`config.mk`:
```
export PLATFORM = sky130hd
export DESIGN_NAME = color_period_sensor
export DESIGN_NICKNAME = d
export VERILOG_FILES = /design/src/rtl/color_pkg.sv /design/src/rtl/color_period_sensor_sync_edge_detect.sv /design/src/rtl/color_period_sensor.sv
export SDC_FILE = /design/constraint.sdc
export NUM_CORES = 1
export LEC_CHECK = 0
export CORE_MARGIN = 4
export CORE_UTILIZATION = 50
export CTS_CLUSTER_SIZE = 20
export DETAILED_ROUTE_END_ITERATION = 8
export GPL_TIMING_DRIVEN = 0
export HOLD_SLACK_MARGIN = 0.03
export PLACE_DENSITY = 0.76
export SLEW_MARGIN = 20
export SYNTH_ARGS = -nofsm -noshare
export SYNTH_HDL_FRONTEND = slang
export SYNTH_HIERARCHICAL = 1
export SYNTH_SLANG_ARGS = --single-unit
```
`constraint.sdc`:
```
create_clock -name clk -period 6.6 [get_ports clk]
set_input_delay 0.99 -clock clk [delete_from_list [all_inputs] [get_ports clk]]
set_output_delay 0.99 -clock clk [all_outputs]
set_load 0.01 [all_outputs]
```
`src/rtl/color_pkg.sv`:
```
// Shared codes for the colour period sensor:
// colour results, filter selects, FSM states.
package color_pkg;

  localparam logic [1:0] RED_C    = 2'b00;
  localparam logic [1:0] GREEN_C  = 2'b01;
  localparam logic [1:0] BLUE_C   = 2'b10;
  localparam logic [1:0] YELLOW_C = 2'b11;

  localparam logic [1:0] SEL_RED   = 2'b00;
  localparam logic [1:0] SEL_GREEN = 2'b11;
  localparam logic [1:0] SEL_BLUE  = 2'b10;
  localparam logic [1:0] SEL_NONE  = 2'b01;

  typedef enum logic [2:0] {
    ST_IDLE,
    ST_SETTLE,
    ST_WAIT_EDGE,
    ST_COUNT,
    ST_STORE,
    ST_DECIDE
  } state_t;

  typedef enum logic [1:0] {
    CH_RED,
    CH_GREEN,
    CH_BLUE,
    CH_CLEAR
  } chan_t;

  function automatic logic [1:0] sel_of(input chan_t c);
    logic [1:0] s;
    s = SEL_NONE;
    unique case (c)
      CH_RED:   s = SEL_RED;
      CH_GREEN: s = SEL_GREEN;
      CH_BLUE:  s = SEL_BLUE;
      CH_CLEAR: s = SEL_NONE;
    endcase
    return s;
  endfunction

endpackage

```
`src/rtl/color_period_sensor_sync_edge_detect.sv`:
```
// Two-flop synchroniser for the sensor pin plus a
// single-cycle rising-edge pulse.
module sync_edge_detect (
  input  logic clk,
  input  logic reset,
  input  logic din,
  output logic pulse
);

  logic [2:0] sh;

  always_ff @(posedge clk) begin
    if (reset) sh <= '0;
    else       sh <= {sh[1:0], din};
  end

  assign pulse = sh[1] & ~sh[2];

endmodule

```
`src/rtl/color_period_sensor.sv`:
```
// TCS3200 period-measuring colour classifier.
// Define COLOR_PERIOD_CLEAR_EN to add the unfiltered CLEAR pass.
module color_period_sensor
  import color_pkg::*;
#(
  parameter int CNT_W          = 24,
  parameter int EDGE_LOG2      = 3,
  parameter int SETTLE_CYCLES  = 8192,
  parameter int TIMEOUT_CYCLES = 1048576
) (
  input  logic             clk,
  input  logic             reset,
  input  logic             frequencyFromColorSensor,
  input  logic             startDetection,
  output logic [1:0]       colorSelect,
  output logic             busy,
  output logic             detectionComplete,
  output logic             timeout,
  output logic [1:0]       color,
  output logic [CNT_W-1:0] redPeriod,
  output logic [CNT_W-1:0] greenPeriod,
`ifdef COLOR_PERIOD_CLEAR_EN
  output logic [CNT_W-1:0] bluePeriod,
  output logic [CNT_W-1:0] clearPeriod,
  output logic             noObject
`else
  output logic [CNT_W-1:0] bluePeriod
`endif
);

`ifdef COLOR_PERIOD_CLEAR_EN
  localparam chan_t LAST_CH = CH_CLEAR;
`else
  localparam chan_t LAST_CH = CH_BLUE;
`endif

  localparam int SW = $clog2(SETTLE_CYCLES + 1);
  localparam int GW = $clog2(TIMEOUT_CYCLES + 1);

  localparam logic [CNT_W-1:0] ONES = '1;
  localparam logic [SW-1:0] SETTLE_LAST =
    SW'(SETTLE_CYCLES - 1);
  localparam logic [GW-1:0] GAP_LAST =
    GW'(TIMEOUT_CYCLES - 1);
  localparam logic [EDGE_LOG2-1:0] EDGE_LAST = '1;

  state_t               state;
  chan_t                ch;
  chan_t                ch_next;
  logic [SW-1:0]        settle_cnt;
  logic [GW-1:0]        gap_cnt;
  logic [EDGE_LOG2-1:0] edge_cnt;
  logic [CNT_W-1:0]     tick;
  logic [CNT_W-1:0]     tick_inc;
  logic [CNT_W-1:0]     period;
  logic [CNT_W-1:0]     r_m;
  logic [CNT_W-1:0]     g_m;
  logic [CNT_W-1:0]     b_m;
  logic                 edge_flag;
`ifdef COLOR_PERIOD_CLEAR_EN
  logic [CNT_W-1:0]     c_m;
`endif

  sync_edge_detect u_sync (
    .clk   (clk),
    .reset (reset),
    .din   (frequencyFromColorSensor),
    .pulse (edge_flag)
  );

  assign ch_next  = chan_t'(ch + 2'd1);
  assign tick_inc = (tick == ONES) ? ONES : tick + 1'b1;

  // Larger period means a darker channel.
  function automatic logic [1:0] classify(
    input logic [CNT_W-1:0] r,
    input logic [CNT_W-1:0] g,
    input logic [CNT_W-1:0] b
  );
    if (b > r && b > g)      return YELLOW_C;
    else if (r < g && r < b) return RED_C;
    else if (g < r && g < b) return GREEN_C;
    else if (b < r && b < g) return BLUE_C;
    else                     return RED_C;
  endfunction

  always_ff @(posedge clk) begin
    if (reset) begin
      state             <= ST_IDLE;
      ch                <= CH_RED;
      settle_cnt        <= '0;
      gap_cnt           <= '0;
      edge_cnt          <= '0;
      tick              <= '0;
      period            <= '0;
      r_m               <= '0;
      g_m               <= '0;
      b_m               <= '0;
      colorSelect       <= SEL_NONE;
      busy              <= 1'b0;
      detectionComplete <= 1'b0;
      timeout           <= 1'b0;
      color             <= RED_C;
      redPeriod         <= '0;
      greenPeriod       <= '0;
      bluePeriod        <= '0;
`ifdef COLOR_PERIOD_CLEAR_EN
      c_m               <= '0;
      clearPeriod       <= '0;
      noObject          <= 1'b0;
`endif
    end else begin
      detectionComplete <= 1'b0;
      unique case (state)
        ST_IDLE: begin
          // A done pulse still in flight blocks a new start.
          if (startDetection && !detectionComplete) begin
            state       <= ST_SETTLE;
            ch          <= CH_RED;
            colorSelect <= SEL_RED;
            busy        <= 1'b1;
            settle_cnt  <= '0;
          end
        end
        ST_SETTLE: begin
          if (settle_cnt == SETTLE_LAST) begin
            state   <= ST_WAIT_EDGE;
            gap_cnt <= '0;
          end else begin
            settle_cnt <= settle_cnt + 1'b1;
          end
        end
        ST_WAIT_EDGE, ST_COUNT: begin
          if (edge_flag) begin
            gap_cnt <= '0;
            if (state == ST_WAIT_EDGE) begin
              tick     <= '0;
              edge_cnt <= '0;
              state    <= ST_COUNT;
            end else begin
              tick     <= tick_inc;
              edge_cnt <= edge_cnt + 1'b1;
              if (edge_cnt == EDGE_LAST) begin
                period <= tick_inc;
                state  <= ST_STORE;
              end
            end
          end else if (gap_cnt == GAP_LAST) begin
            state             <= ST_IDLE;
            busy              <= 1'b0;
            detectionComplete <= 1'b1;
            timeout           <= 1'b1;
            color             <= RED_C;
            colorSelect       <= SEL_NONE;
            redPeriod   <= (ch > CH_RED)   ? r_m : ONES;
            greenPeriod <= (ch > CH_GREEN) ? g_m : ONES;
            bluePeriod  <= (ch > CH_BLUE)  ? b_m : ONES;
`ifdef COLOR_PERIOD_CLEAR_EN
            clearPeriod <= ONES;
            noObject    <= 1'b0;
`endif
          end else begin
            gap_cnt <= gap_cnt + 1'b1;
            if (state == ST_COUNT) tick <= tick_inc;
          end
        end
        ST_STORE: begin
          unique case (ch)
            CH_RED:   r_m <= period;
            CH_GREEN: g_m <= period;
            CH_BLUE:  b_m <= period;
            CH_CLEAR: begin
`ifdef COLOR_PERIOD_CLEAR_EN
              c_m <= period;
`endif
            end
          endcase
          if (ch == LAST_CH) begin
            state <= ST_DECIDE;
          end else begin
            ch          <= ch_next;
            colorSelect <= sel_of(ch_next);
            settle_cnt  <= '0;
            state       <= ST_SETTLE;
          end
        end
        ST_DECIDE: begin
          state             <= ST_IDLE;
          busy              <= 1'b0;
          detectionComplete <= 1'b1;
          timeout           <= 1'b0;
          colorSelect       <= SEL_NONE;
          redPeriod         <= r_m;
          greenPeriod       <= g_m;
          bluePeriod        <= b_m;
`ifdef COLOR_PERIOD_CLEAR_EN
          clearPeriod <= c_m;
          if (c_m > r_m && c_m > g_m && c_m > b_m) begin
            color    <= RED_C;
            noObject <= 1'b1;
          end else begin
            color    <= classify(r_m, g_m, b_m);
            noObject <= 1'b0;
          end
`else
          color <= classify(r_m, g_m, b_m);
`endif
        end
        default: state <= ST_IDLE;
      endcase
    end
  end

endmodule
```
==> results.yml <==
worst_setup_path:
  crit_fanout: 10
  path_class: "in2reg"
  critPathRequiredTime_ns: 6.97
  r2r_start: "gap_cnt[6]$_SDFFE_PP0P_"
  critical_path.startpoint_type: "primary input"
  ff2ff_path_depth: 9
  critical_path_arrival_ns: 3.30
  cp-end-kind: "flop"
  ff2ff_setup_slack_ns: 3.80
  reg2reg_to: "bluePeriod[13]$_SDFFE_PP0P_"
run:
  drv_cap: 0
power:
  power_density_mw_per_mm2: 230.0
  p_leak_nw: 5.017
  ir_drop_mv: 0.1245
  finalPower_mw: 3.113
yosys:
  synth_top_area_frac: 0.4242
  synth_cell_types: 64
  async_flop_share: 0
  ys_seq_area_frac: 0.4242
  synth.most_common_cell: "dfxtp_1"
  ys_ff_latch: 245
  yosys.area_share.simple: 0.2694
  synthAdderAreaFrac: 0.08764
  synthTopCellsByCount: "dfxtp_1 (245), nor2_1 (240), nand2_1 (197)"
  synth-xor-area-share: 0.03030
  yosys-top-cells-area: "dfxtp_1 (42%), ha_1 (8.8%), nor2_1 (7.8%), nand2_1 (6.4%), a21oi_1 (6.1%)"
  syn_area_per_cell_um2: 7.915
  synth_top_area_cell: "dfxtp_1"
  ys.warnings.count: 6
  muxShareOfSynthArea: 0.001731
  synth_area_mm2: 0.01156
  synth_compound_area_frac: 0.1315
  synth_edf_count: 0
  ys.flop_type: "dfxtp_1"
  syn_inst: 1461
  synth.net_count: 1546
  synth_top_family_by_area: "simple AND/OR/NAND/NOR gates"
timing:
  fin_ws_ns: 3.667
  final.min_clock_period_ns: 2.933
  final.period_utilization: 0.4445
  finClkSkew_ns: 0.007979
  relSlewSlack: 0.3487
  finalMaxSlewViolations: 0
  hold_viol_final: 0
  rsz0062_at_grt: "false"
  setup_viol: 0
  timing.fmax_mhz: 340.9
  tns_ns: 0
  hold_slack_ns: 0.4415
  tightest_slew_ns: 0.9770
clock_network:
  postCtsSetupRepairBufs: 0
  cts_sinks: 245
  htree_levels: 1
  cts_resized: 0
  path_clk_slew_ns: 0.06
  cts_tree: "done"
  cts_hold_buf: 0
  cts_buffers: 25
  clockBufferDepth: 3
  root_buffer: "clkbuf_16"
  insertion_delay_ns: 0.52
finish:
  drive_gt1_frac: 0.04362
  fillers: 2008
  antenna_cells: 0
  nNetsFinal: 1655
  final_cells: 1867
  syn_to_final_growth_pct: 17.04
  multi_input_area_mm2: 0.006020
  regArea_mm2: 0.004905
floorplanning:
  die_w_um: 160.1
  rows: 55
  die-area_mm2: 0.02562
  ioPinCount: 83
  initial_core_util: 0.5092
  core_area_mm2: 0.02271
  die_h_um: 160.1
worst_hold_path:
  hold_path_class: "reg2reg"
  hp-start: "u_sync/sh[0]$_SDFF_PP0_"
  hold_path_end: "u_sync/sh[1]$_SDFF_PP0_"
  holdPathStages: 1
placed_design:
  port_buffers: 82
  gp_congestion: 0.9588
  dpl.hpwl_um: 23680
  dp.cells: 1828
  post-place-ws_ns: 3.153
detailed_routing:
  drt-initial-drc-count: 773
  drtAntennaViolNets: 0
  drc: 0
  viasPerCell: 5.638
  num_vias: 10530
  routedWlPerCell_um: 17.01
  totalWireLength_um: 31760
  dr.pass1.iters: 5
global_routing:
  grt_overflow: 0
  grt_pass1_vias: 9917
  grt_pass1_wl_um: 51200
  busiest_layer: "met2"
  antenna_found_initial: 0
  grtUsageMet1: 0.3213
  gr-usage-all-layers: 0.2405
  grt_max_degree: 14
  met3_usage: 0.02735
  use_met2: 0.3981
outcome:
  status: "complete, no violations"
sequential cells by signal (all words and copies together), names as in the netlist, 21 cells and up:
register,flops
gap_cnt,21
b_m,24
tick,24
bluePeriod,24
r_m,24
g_m,24
greenPeriod,24
redPeriod,24
period,24
area by class of cell:
type | count | area share
multi-input combinational | 1066 | 0.4448
tap | 285 | 0.02635
inverter | 72 | 0.01997
clock inverter | 4 | 0.005177
clock buffer | 35 | 0.05343
sequential | 245 | 0.3624
buffer | 78 | 0.02727
timing repair buffer | 82 | 0.06065
power by group:
part / switching [mW] / internal (mW)
sequential: 0.0115 / 1.49
combinational: 0.151 / 0.0686
clock: 0.557 / 0.830
worst max-delay path: stages:
cell	delay, ns
clkdlybuf4s50_1	0.54
clkbuf_1	0.49
clkbuf_1	0.49
clkbuf_1	0.63
nor3_1	0.14
worst max path at each step:
stage	startpoint	to	slack [ns]	cells after the start
6_report	reset	greenPeriod[12]$_SDFFE_PP0P_	3.67	5
5_1_grt	reset	greenPeriod[14]$_SDFFE_PP0P_	3.59	5
4_1_cts	reset	greenPeriod[14]$_SDFFE_PP0P_	3.69	5
3_5_place_dp	reset	greenPeriod[12]$_SDFFE_PP0P_	3.15	5
3_3_place_gp	reset	greenPeriod[14]$_SDFFE_PP0P_	3.15	5
2_1_floorplan	startDetection	settle_cnt[5]$_SDFFE_PP0P_	4.14	6
layer usage:
layer,part of all wire,vias up
li1,-,5202
met4,0.036,0
met5,0,-
met2,0.46,357
met1,0.44,4902
met3,0.065,65
kinds of logic (layout without fill, tap and decap cells):
| group | after synthesis | in the layout |
|---|---|---|
| AOI/OAI and AO/OA | 261 | 261 |
| DFF | 245 | 245 |
| adders and majority gates | 81 | 81 |
| muxes | 2 | 2 |
| and+or+nand+nor | 682 | 682 |
| xor gates and xnor gates | 40 | 40 |
| buffers and inverters | 150 | 271 |
stage by stage:
stage | cell area, µm² | utilization
after global placement | 12740 | 0.5610
after detailed placement | 12740 | 0.5610
final | 13530 | 0.5960
after floorplan | 11560 | -
after global routing | 13530 | 0.5960
after CTS | 13530 | 0.5960
layout by cell type (no fill, tap or decap), types with 27 or more instances in the layout:
master and n:
clkbuf_1 64, a21oi_1 142, inv_1 72, nand4_1 27, nand3_1 34, nor2_1 240
xnor2_1 27, o21ai_0 53, nor3_1 97, ha_1 81, clkdlybuf4s50_1 82, dfxtp_1 245
nand2_1 197
Note: power is estimated with default switching activity, not from simulation.
